===== src/rtl/matrix_pkg.sv =====
// matrix_pkg: shared geometry and scan-state type for the LED matrix scanner
package matrix_pkg;
  localparam int NUM_LINES = 4;
  localparam int LINE_WIDTH = 8;
  typedef enum logic {SCAN, BLANK} scan_state_t;
endpackage


===== src/rtl/rr_arbiter2.sv =====
// rr_arbiter2: two-requester round robin, the writer not granted most recently wins a tie
module rr_arbiter2 (
  input  logic clk,
  input  logic rst,
  input  logic en,
  input  logic req_a,
  input  logic req_b,
  output logic gnt_a,
  output logic gnt_b
);
  logic prio_b;
  always_comb begin
    gnt_a = en && req_a && (!req_b || !prio_b);
    gnt_b = en && req_b && (!req_a || prio_b);
  end
  always_ff @(posedge clk or posedge rst)
    if (rst) prio_b <= 1'b0;
    else if (gnt_a || gnt_b) prio_b <= gnt_a;
endmodule


===== src/rtl/matrix_scan_arbiter.sv =====
// matrix_scan_arbiter: double-buffered 4x8 LED matrix scanner with two arbitrated writers
module matrix_scan_arbiter
  import matrix_pkg::*;
#(
  parameter int DWELL_CYCLES = 1024,
  parameter int BLANK_CYCLES = 16
) (
  input  logic                  clk,
  input  logic                  rst,
  input  logic                  req_a,
  input  logic [1:0]            addr_a,
  input  logic [LINE_WIDTH-1:0] data_a,
  output logic                  gnt_a,
  input  logic                  req_b,
  input  logic [1:0]            addr_b,
  input  logic [LINE_WIDTH-1:0] data_b,
  output logic                  gnt_b,
  input  logic                  swap_req,
  output logic                  swap_ack,
  output logic                  frame_start,
  output logic [LINE_WIDTH-1:0] led_r,
  output logic [NUM_LINES-1:0]  led_c
);
  localparam int CW = $clog2(DWELL_CYCLES > BLANK_CYCLES ? DWELL_CYCLES : BLANK_CYCLES);
  scan_state_t state, state_nxt;
  logic [1:0] line, line_nxt;
  logic [CW-1:0] cnt, cnt_nxt;
  logic [NUM_LINES-1:0][LINE_WIDTH-1:0] front, back, front_nxt, back_nxt;
  logic boundary, swap;
  rr_arbiter2 u_arb (
    .clk   (clk),
    .rst   (rst),
    .en    (!swap_ack && !rst),
    .req_a (req_a),
    .req_b (req_b),
    .gnt_a (gnt_a),
    .gnt_b (gnt_b)
  );
  always_comb begin
    state_nxt = state;
    line_nxt = line;
    cnt_nxt = cnt + CW'(1);
    if (state == SCAN && cnt == CW'(DWELL_CYCLES - 1)) begin
      state_nxt = BLANK;
      cnt_nxt = '0;
    end else if (state == BLANK && cnt == CW'(BLANK_CYCLES - 1)) begin
      state_nxt = SCAN;
      line_nxt = line + 2'd1;
      cnt_nxt = '0;
    end
    boundary = state == BLANK && state_nxt == SCAN && line == 2'd3;
    swap = boundary && swap_req;
    back_nxt = back;
    if (gnt_a) back_nxt[addr_a] = data_a;
    if (gnt_b) back_nxt[addr_b] = data_b;
    // a write landing on the swap edge must reach the new front as well
    front_nxt = swap ? back_nxt : front;
  end
  always_ff @(posedge clk or posedge rst)
    if (rst) begin
      state <= BLANK;
      line <= 2'd3;
      cnt <= '0;
      front <= '0;
      back <= '0;
      frame_start <= 1'b0;
      swap_ack <= 1'b0;
      led_r <= '1;
      led_c <= '1;
    end else begin
      state <= state_nxt;
      line <= line_nxt;
      cnt <= cnt_nxt;
      front <= front_nxt;
      back <= back_nxt;
      frame_start <= boundary;
      swap_ack <= swap;
      led_r <= state_nxt == SCAN ? ~front_nxt[line_nxt] : '1;
      led_c <= state_nxt == SCAN ? ~(NUM_LINES'(1) << line_nxt) : '1;
    end
endmodule

===== config.mk =====
export PLATFORM = sky130hd
export DESIGN_NAME = matrix_scan_arbiter
export DESIGN_NICKNAME = d
export VERILOG_FILES = /design/src/rtl/matrix_pkg.sv /design/src/rtl/rr_arbiter2.sv /design/src/rtl/matrix_scan_arbiter.sv
export SDC_FILE = /design/constraint.sdc
export NUM_CORES = 1
export LEC_CHECK = 0
export CAP_MARGIN = 20
export CORE_MARGIN = 4
export CORE_UTILIZATION = 51
export CTS_BUF_LIST = sky130_fd_sc_hd__clkbuf_8
export CTS_CLUSTER_SIZE = 24
export DETAILED_ROUTE_END_ITERATION = 7
export PLACE_DENSITY = 0.72
export SKIP_LAST_GASP = 1
export SLEW_MARGIN = 30
export SYNTH_ARGS = -nofsm -noshare
export SYNTH_HDL_FRONTEND = slang
export SYNTH_SLANG_ARGS = --single-unit

===== constraint.sdc =====
create_clock -name clk -period 5.6 [get_ports clk]
set_input_delay 0.84 -clock clk [delete_from_list [all_inputs] [get_ports clk]]
set_output_delay 0.84 -clock clk [all_outputs]
set_load 0.05 [all_outputs]

==> results of run 1 <==
==> sequential cells by signal, indices dropped and copies added, names as in the netlist <==
register,count
back,32
front,32
cnt,10
led_r,8
led_c,4
line,2
frame_start,1
state,1
swap_ack,1
u_arb.prio_b,1
==> routing by layer <==
layer	wire [um]	vias up	global-route usage [%]
met3	898	15	3.71
li1	-	1871	-
met2	5240	169	32.8
met5	0	-	0
met4	170	0	6.84
met1	5770	1930	35.5
==> power by group through the flow <==
stage / logic [mW] / clock network [mW] / registers (mW)
after floorplan: 0.162 / 0 / 0.752
after global placement: 0.212 / 0 / 0.756
after detailed placement: 0.219 / 0 / 0.759
after CTS: 0.220 / 0.455 / 0.746
after global routing: 0.244 / 0.487 / 0.751
final: 0.221 / 0.450 / 0.746
==> logic make-up after synthesis <==
logic type | after synthesis | synth area share (%)
compound gates | 145 | 23.8
flops | 92 | 48.4
xor+xnor | 9 | 1.64
buf+inv | 56 | 4.93
fa+ha+maj | 2 | 0.522
mux | 4 | 0.887
simple gates | 180 | 19.8
==> metrics by stage <==
stage	std cells	setup slack, ns	hold slack [ns]
2_1_floorplan	488	2.39	0.433
5_1_grt	625	1.65	0.493
4_1_cts	625	1.77	0.475
3_3_place_gp	609	1.76	0.444
3_5_place_dp	609	1.68	0.453
6_report	625	1.74	0.472
==> how the worst min path moves through the flow <==
stage / end / slack [ns] / depth (start not counted)
CTS: front[14]$_DFF_PP0_ / 0.48 / 2
detailed placement: front[12]$_DFF_PP0_ / 0.45 / 2
global route: front[8]$_DFF_PP0_ / 0.49 / 2
global placement: front[24]$_DFF_PP0_ / 0.44 / 2
finish: front[24]$_DFF_PP0_ / 0.47 / 2
floorplan: front[15]$_DFF_PP0_ / 0.43 / 2
==> layout make-up <==
class	count	share of cell area, %
tap	111	2.55
sequential	92	42.6
inverter	19	1.35
clock inverter	7	1.22
clock buffer	9	2.27
multi-input combinational	340	41.7
timing repair buffer	47	8.31
==> critical path, cell delays in order <==
cell and delay, ns:
clkdlybuf4s50_1 0.62, a211oi_2 0.23, buf_4 0.33, and2_1 0.19
clkdlybuf4s50_1 0.81
==> layout by cell type (no fill, tap or decap), drive strengths merged, types with 4 or more instances in the layout <==
| master | instances |
|---|---|
| dfrtp | 77 |
| nand2 | 73 |
| clkdlybuf4s50 | 40 |
| and3 | 37 |
| nand4 | 36 |
| a21oi | 33 |
| a21boi | 32 |
| o31a | 32 |
| o311ai | 32 |
| inv | 21 |
| dfstp | 15 |
| nor2 | 9 |
| clkbuf | 9 |
| o41ai | 8 |
| buf | 7 |
| nand3 | 5 |
| nor3 | 5 |
| xor2 | 5 |
| xnor2 | 4 |
| clkinv | 4 |
==> key figures, run 1 <==
Status
  – Status: finished clean

Critical path
  – Arrival time worst endpoint: 3.02 ns
  – Worst r2r src: u_arb.prio_b$_DFFE_PP0P_
  – R2r setup slk: 2.52 ns
  – Crit-path max FO: 31
  – Critical Path RT: 4.76 ns
  – Crit Path Class: in -> out
  – Reg2Reg Depth: 5
  – CP endpoint: gnt_a
  – RR Endpoint: led_r[3]$_DFF_PP1_
  – Crit end category: output port
  – CP Launch Point: rst
  – CP startpoint kind: input port

Cells and area
  – Final core occ: 59.3%
  – Finished layout cell area: 5450 sq um
  – Fillers: 789
  – FF/Latch Area: 2320 sq um
  – Ant diodes: 0
  – Fraction of layout cells with a size suffix above 1: 11.1%
  – Multi-input logic area: 2270 sq um
  – Layout Nets: 536
  – Synthesis-to-layout area growth: 13.7%

Synthesis
  – Post-Syn Instances: 488
  – Post-synth EDFFs: 0
  – Post-synthesis sequential area ratio: 48.4%
  – Synth cell count leaders: dfrtp_1, nand2_1, and3_1
  – Async SR Flop Fraction: 100%
  – Synthesized area: 4790 sq um
  – Average cell area after synthesis: 9.82 sq um
  – Synth warn: 0
  – Post-synthesis register bit count: 92
  – Synth Net Count: 515
  – Netlist cell types: 47
  – Share of the synthesized area in the top cell type: 40.2%
  – Top_reg_cell synth: dfrtp_1
  – Most numerous cell in the Yosys netlist: dfrtp_1
  – Post-synth top area cell: dfrtp_1
  – Most area-consuming cells after synthesis: dfrtp_1, dfstp_2, o31a_1, o311ai_0, nand2_1

Power and ir drop
  – Switching share of power: 26.7%
  – Clock power frac: 31.8%
  – Leakage: 2.43 nW
  – Maximum vdd drop: 0.128 mV
  – Seq pwr share: 52.6%
  – Pwr Density: 260 nW/um^2
  – Combinational Power Share: 15.6%
  – Int Power: 1.04 mW
  – Final Power: 1.42 mW
  – NetSw: 378 uW

Clocking
  – PostCTS Resize Cnt: 0
  – H-tree levels: 3
  – Root buffer cell: clkbuf_8
  – CTS Hold Bufs: 0
  – CTS tree: yes
  – Clock-pin slew on the worst setup and hold paths: 0.09 ns
  – TritonCTS Buffers: 9
  – Sink Count: 92
  – Clk Latency, worst-skew pair: 0.36 ns
  – Post-CTS Setup Repair Bufs: 0
  – Max clock buf depth: 2

Place
  – Placed instance area: 5260 sq um
  – Post-DP HPWL: 8.54 mm
  – GPL Wtd Cong: 0.834
  – I/O Buffers: 40

Timing
  – Max_slew headroom: 37.2%
  – Tightest Pin Transition: 0.941 ns
  – Fmax: 0.259 GHz
  – Final setup TNS: 0 ns
  – RSZ-0062 raised after global routing: no
  – Period minus WS final: 3.86 ns
  – Final Cycle Share: 68.9%
  – Final hold vios: 0
  – Clk_skew: 0.0127 ns
  – # setup viols final: 0
  – Max-slew violations: 0

Global route
  – Vias in the first global route: 3783
  – Initial antenna violation count: 0
  – First-pass GRT wire length: 20.1 mm
  – Largest net degree at the start of global routing: 56
  – Tot GR Track Use: 22.9%
  – Total gr overflow: 0

Min path
  – Worst min-delay path class: reg -> reg
  – Hold path start: front[24]$_DFF_PP0_

Detailed routing
  – Drt total wl: 12.1 mm
  – Wire per inst: 19.3 um
  – First-pass detailed-route iteration total: 5
  – Iter 0 DRT Violations: 263
  – Antenna viol nets, final: 0
  – Routed vias/inst: 6.38
  – Residual DRC: 0
  – Vias post-DR: 3985

Floorplan
  – Std-Cell Rows: 35
  – Die Y: 105 um
  – Die area: 11000 sq um
  – Core area: 9200 sq um
  – Effective utilization at floorplan: 52.1%
  – Die width: 105 um
  – Boundary Pins: 41

Job
  – Max Cap Violations: 0
(Power assumes the default switching activity.)
==> run 2: changes to the inputs <==
==> constraint.sdc (replaced) <==
create_clock -name clk -period 3.7 [get_ports clk]
set_input_delay 0.555 -clock clk [delete_from_list [all_inputs] [get_ports clk]]
set_output_delay 0.555 -clock clk [all_outputs]
set_load 0.05 [all_outputs]
==> key figures, run 2 (same netlist as run 1, synthesis figures left out) <==
Clocking
  – TritonCTS Buffers: 9 (unchanged)
  – PostCTS Resize Cnt: 0 (unchanged)
  – CTS tree: yes
  – Clock-pin slew on the worst setup and hold paths: 0.08 ns (about the same)
  – CTS Hold Bufs: 0 (unchanged)
  – Post-CTS Setup Repair Bufs: 0 (unchanged)
  – Clk Latency, worst-skew pair: 0.36 ns (about the same)
  – Sink Count: 92 (unchanged)
  – Root buffer cell: clkbuf_8
  – Max clock buf depth: 2 (unchanged)
  – H-tree levels: 3 (unchanged)

Cells and area
  – Multi-input logic area: 2270 sq um (-0.33%)
  – Layout Nets: 552 (+3.0%)
  – Fraction of layout cells with a size suffix above 1: 13.6% (+2.5 points)
  – Commonest non-fill, non-tap cells in the layout: dfrtp_1, nand2_1, clkdlybuf4s50_1, and3_1, nand4_1
  – Synthesis-to-layout area growth: 15.7%
  – Finished layout cell area: 5550 sq um (+1.8%)
  – Commonest non-fill, non-tap cell in the layout: dfrtp_1
  – Ant diodes: 0 (unchanged)
  – FF/Latch Area: 2320 sq um (unchanged)
  – Fillers: 805 (+2.0%)
  – Biggest regs: back: 32 flops, front: 32 flops, cnt: 10 flops

Timing
  – Final hold vios: 0 (unchanged)
  – Max_slew headroom: 44.5% (+7.2 points)
  – Tightest Pin Transition: 0.823 ns (-0.119 ns)
  – Period minus WS final: 3.21 ns
  – Final Cycle Share: 86.7%
  – # setup viols final: 0 (unchanged)
  – Fmax: 0.312 GHz
  – RSZ-0062 raised after global routing: no
  – Clk_skew: 0.0172 ns (+0.00451 ns)
  – Final setup TNS: 0 ns (unchanged)
  – Max-slew violations: 0 (unchanged)

Global route
  – First-pass GRT wire length: 21.7 mm (+7.7%)
  – Largest net degree at the start of global routing: 61 (+8.9%)
  – Tot GR Track Use: 24.7% (+1.8 points)
  – Total gr overflow: 0 (unchanged)
  – Initial antenna violation count: 0 (unchanged)
  – Vias in the first global route: 4027 (+6.4%)

Min path
  – Number of cells on the worst hold path: 2 (unchanged)
  – Worst Hold End: front[17]$_DFF_PP0_
  – Worst min-delay path class: reg -> reg
  – Hold path start: front[17]$_DFF_PP0_

Place
  – GPL Wtd Cong: 0.882 (+5.8%)
  – I/O Buffers: 40 (unchanged)
  – Placed instance area: 5380 sq um (+2.3%)
  – Post-DP HPWL: 8.98 mm (+5.1%)

Detailed routing
  – First-pass detailed-route iteration total: 5 (unchanged)
  – Routed vias/inst: 6.44 (+0.95%)
  – Wire per inst: 20.3 um (+4.9%)
  – Vias post-DR: 4126 (+3.5%)
  – Residual DRC: 0 (unchanged)
  – Drt total wl: 13.0 mm (+7.6%)
  – Iter 0 DRT Violations: 361 (+37%)
  – Antenna viol nets, final: 0 (unchanged)

Critical path
  – Crit-path max FO: 31 (unchanged)
  – Crit end category: output port
  – Reg2Reg Depth: 5 (unchanged)
  – CP startpoint kind: input port
  – Critical path, cell by cell: clkdlybuf4s50_1, a211oi_2, buf_4, and2_1, clkdlybuf4s50_1
  – Largest delay share family, worst path: buffers and inverters
  – Crit Path Class: in -> out
  – Most used cell, CP: clkdlybuf4s50_1
  – Critical Path RT: 3.14 ns (-1.62 ns)
  – Worst r2r src: u_arb.prio_b$_DFFE_PP0P_
  – R2r setup slk: 1.00 ns (-1.52 ns)
  – Arrival time worst endpoint: 2.65 ns (-0.37 ns)
  – RR Endpoint: led_r[0]$_DFF_PP1_
  – Crit-path slowest cell: clkdlybuf4s50_1
  – Buf+Inv Stages, Crit Path: 3 (unchanged)
  – CP peak stage delay: 0.80 ns (about the same)

Job
  – Max Cap Violations: 0 (unchanged)

Power and ir drop
  – Maximum vdd drop: 0.203 mV (+59%)
  – Pwr Density: 375 nW/um^2 (+44%)
  – Leakage: 2.48 nW (+2.1%)

Floorplan
  – Boundary Pins: 41 (unchanged)
  – Effective utilization at floorplan: 52.1% (unchanged)
  – Die width: 105 um (unchanged)
  – Core area: 9200 sq um (unchanged)
  – Std-Cell Rows: 35 (unchanged)
  – Die area: 11000 sq um (unchanged)
  – Die Y: 105 um (unchanged)

Status
  – Status: finished clean
## run 2: changes by cell type in the layout (fill, tap and decap cells not counted), sizes merged
cell and delta:
clkdlybuf4s50 -1, buf +17, clkinv +1, bufinv -1
inv -2, clkinvlp +2
## run 2: layer usage
metal  up-vias  part of all wire (%)  track usage [%]
met3        21                   7.0             4.51
met5         -                     0                0
met2       173                    45             36.8
met4         0                   1.7             7.12
met1      2009                    46             36.8
li1       1923                     -                -
## run 2: metrics by stage
step                      setup slack [ns]  hold slack, ns  utilization [%]  cells  total power, mW
final                                0.492           0.467             60.3    641             2.08
after global routing                 0.390           0.489             60.3    641             2.18
after CTS                            0.499           0.474             60.3    641             2.09
after detailed placement             0.441           0.451             58.5    625             1.49
after global placement               0.489           0.444             58.5    625             1.48
after floorplan                      0.778           0.433                -    488             1.38
## run 2: power by group
part | leakage (nW) | switching (mW) | total [mW] | internal [mW]
Sequential | 1.14 | 0.0259 | 1.13 | 1.10
Clock | 0.0866 | 0.363 | 0.603 | 0.241
Combinational | 1.25 | 0.184 | 0.346 | 0.163
Total | 2.48 | 0.572 | 2.08 | 1.51
## run 2: how the worst max path moves through the flow
stage	from	to	slack [ns]	cells after the start
2_1_floorplan	rst	back[0]$_DFF_PP0_	0.78	1
3_3_place_gp	req_a	led_r[0]$_DFF_PP1_	0.49	6
3_5_place_dp	req_a	led_r[0]$_DFF_PP1_	0.44	6
4_1_cts	rst	gnt_a	0.50	5
5_1_grt	rst	gnt_a	0.39	5
6_report	rst	gnt_a	0.49	5
## run 2: worst reg2reg max path, cell delays in order (launching register included)
cell	delay, ns
dfrtp_1	0.48
nand2b_1	0.34
and3_1	0.44
o311ai_0	0.80
a21oi_1	0.16
o41ai_1	0.39
## run 2: layout make-up
class / instances / share of cell area, %
Tap cell: 111 / 2.50
Inverter: 19 / 1.31
Timing Repair Buffer: 63 / 10.5
Clock inverter: 7 / 0.767
Multi-Input combinational cell: 340 / 40.8
Clock buffer: 9 / 2.23
Sequential cell: 92 / 41.8
==> run 3: changes to the inputs <==
--- a/config.mk
+++ b/config.mk
@@ -6,11 +6,12 @@
 export NUM_CORES = 1
 export LEC_CHECK = 0
 export CAP_MARGIN = 20
-export CORE_MARGIN = 4
+export CORE_MARGIN = 8
 export CORE_UTILIZATION = 51
 export CTS_BUF_LIST = sky130_fd_sc_hd__clkbuf_8
 export CTS_CLUSTER_SIZE = 24
 export DETAILED_ROUTE_END_ITERATION = 7
+export HOLD_SLACK_MARGIN = 0.02
 export PLACE_DENSITY = 0.72
 export SKIP_LAST_GASP = 1
 export SLEW_MARGIN = 30
==> key figures, run 3 (same netlist as run 1, synthesis figures left out) <==
Status
  – Status: finished clean

Critical path
  – Crit-path max FO: 16 (-48%)
  – Worst r2r src: u_arb.prio_b$_DFFE_PP0P_
  – CP startpoint kind: input port
  – R2r setup slk: 0.89 ns (-0.11 ns)
  – Arrival time worst endpoint: 3.31 ns (+0.66 ns)
  – CP endpoint: led_r[6]$_DFF_PP1_
  – Crit end category: flop
  – Critical Path RT: 3.97 ns (+0.83 ns)
  – Crit Path Class: in -> reg
  – Reg2Reg Depth: 5 (unchanged)
  – CP Launch Point: req_a
  – RR Endpoint: led_r[6]$_DFF_PP1_

Clocking
  – PostCTS Resize Cnt: 0 (unchanged)
  – Root buffer cell: clkbuf_8
  – TritonCTS Buffers: 9 (unchanged)
  – Post-CTS Setup Repair Bufs: 0 (unchanged)
  – Clock-pin slew on the worst setup and hold paths: 0.11 ns (+0.03 ns)
  – Max clock buf depth: 2 (unchanged)
  – H-tree levels: 3 (unchanged)
  – CTS tree: yes
  – Clk Latency, worst-skew pair: 0.36 ns (about the same)
  – Sink Count: 92 (unchanged)
  – CTS Hold Bufs: 0 (unchanged)

Timing
  – RSZ-0062 raised after global routing: no
  – Max_slew headroom: 47.0% (+2.5 points)
  – Fin worst setup slack: 0.662 ns (+0.170 ns)
  – Final hold vios: 0 (unchanged)
  – Final Cycle Share: 82.1% (-4.6 points)
  – Max-slew violations: 0 (unchanged)
  – Fmax: 0.329 GHz (+5.6%)
  – # setup viols final: 0 (unchanged)
  – Final setup TNS: 0 ns (unchanged)
  – Clk_skew: 0.0137 ns (-0.00349 ns)
  – Period minus WS final: 3.04 ns (-0.170 ns)
  – Tightest Pin Transition: 0.785 ns (-0.0376 ns)

Global route
  – First-pass GRT wire length: 21.4 mm (-1.2%)
  – Vias in the first global route: 3984 (-1.1%)
  – Total gr overflow: 0 (unchanged)
  – Tot GR Track Use: 21.4% (-3.4 points)
  – Initial antenna violation count: 0 (unchanged)
  – Largest net degree at the start of global routing: 53 (-13%)

Detailed routing
  – Drt total wl: 13.2 mm (+1.8%)
  – Residual DRC: 0 (unchanged)
  – First-pass detailed-route iteration total: 5 (unchanged)
  – Iter 0 DRT Violations: 332 (-8.0%)
  – Vias post-DR: 4144 (+0.44%)
  – Antenna viol nets, final: 0 (unchanged)
  – Routed vias/inst: 6.43 (about the same)
  – Wire per inst: 20.6 um (+1.4%)

Cells and area
  – Fraction of layout cells with a size suffix above 1: 14.3% (+0.67 points)
  – Biggest regs: back: 32 flops, front: 32 flops, cnt: 10 flops
  – Layout Nets: 555 (+0.54%)
  – Ant diodes: 0 (unchanged)
  – Synthesis-to-layout area growth: 17.0%
  – Commonest non-fill, non-tap cells in the layout: dfrtp_1, nand2_1, clkdlybuf4s50_1, and3_1, nand4_1
  – Commonest non-fill, non-tap cell in the layout: dfrtp_1

Power and ir drop
  – Seq pwr share: 51.4% (-2.9 points)
  – NetSw: 591 uW (+3.3%)
  – Int Power: 1.61 mW (+6.6%)
  – Switching share of power: 26.9% (-0.62 points)
  – Pwr Density: 392 nW/um^2 (+4.5%)
  – Maximum vdd drop: 0.202 mV (-0.39%)
  – Clock power frac: 32.9% (+3.9 points)
  – Combinational Power Share: 15.7% (-1.0 points)
  – Leakage: 2.52 nW (+1.5%)

Floorplan
  – Die width: 113 um (+7.6%)
  – Boundary Pins: 41 (unchanged)
  – Die Y: 113 um (+7.6%)
  – Core area: 9200 sq um (unchanged)
  – Die area: 12800 sq um (+16%)
  – Std-Cell Rows: 35 (unchanged)
  – Effective utilization at floorplan: 52.1% (unchanged)

Place
  – Pre-CTS WS: 0.322 ns (-0.119 ns)
  – I/O Buffers: 40 (unchanged)
  – GPL Wtd Cong: 0.940 (+6.6%)
  – Post-DP HPWL: 9.32 mm (+3.8%)

Job
  – Max Cap Violations: 0 (unchanged)

Min path
  – Worst min-delay path class: reg -> reg
run 3: critical path, cell delays in order:
cell             delay [ns]
clkdlybuf4s50_1        0.59
nand2b_1               0.36
and3_1                 0.48
o311ai_0               0.77
a21oi_1                0.19
o41ai_2                0.36
run 3: layout make-up:
type / count / area (sq um)
Fill cell: 793 / 3590
Sequential cell: 92 / 2320
Multi-Input combinational cell: 340 / 2270
Timing Repair Buffer: 66 / 603
Tap cell: 111 / 139
Clock buffer: 10 / 138
Inverter: 19 / 72.6
Clock inverter: 6 / 71.3
run 3: metal layers:
metal	vias to the layer above	GRT usage (%)	wire length (um)
li1	1918	-	-
met1	2032	29.8	6000
met2	169	32.0	5860
met3	25	4.79	1060
met4	0	7.19	310
met5	-	0	0
run 3: how the worst min path moves through the flow:
stage / start / slack (ns) / cells after the start / end
6_report: front[27]$_DFF_PP0_ / 0.47 / 2 / front[27]$_DFF_PP0_
3_5_place_dp: front[27]$_DFF_PP0_ / 0.45 / 2 / front[27]$_DFF_PP0_
4_1_cts: front[27]$_DFF_PP0_ / 0.47 / 2 / front[27]$_DFF_PP0_
5_1_grt: front[18]$_DFF_PP0_ / 0.48 / 2 / front[18]$_DFF_PP0_
3_3_place_gp: front[26]$_DFF_PP0_ / 0.44 / 2 / front[26]$_DFF_PP0_
2_1_floorplan: front[15]$_DFF_PP0_ / 0.43 / 2 / front[15]$_DFF_PP0_
run 3: power groups by stage:
stage	combinational (mW)	sequential, mW	clock, mW
finish	0.346	1.13	0.722
global route	0.382	1.14	0.769
CTS	0.344	1.13	0.737
detailed placement	0.343	1.15	0
global placement	0.335	1.14	0
floorplan	0.245	1.14	0
run 3: per-stage QoR:
| step | hold slack (ns) | power (mW) | area, sq um | utilization (%) | std cells |
|---|---|---|---|---|---|
| 2_1_floorplan | 0.433 | 1.38 | 4790 | - | 488 |
| 3_3_place_gp | 0.444 | 1.48 | 5400 | 58.7 | 628 |
| 3_5_place_dp | 0.450 | 1.49 | 5400 | 58.7 | 628 |
| 4_1_cts | 0.470 | 2.21 | 5610 | 61.0 | 644 |
| 5_1_grt | 0.484 | 2.29 | 5610 | 61.0 | 644 |
| 6_report | 0.469 | 2.20 | 5610 | 61.0 | 644 |
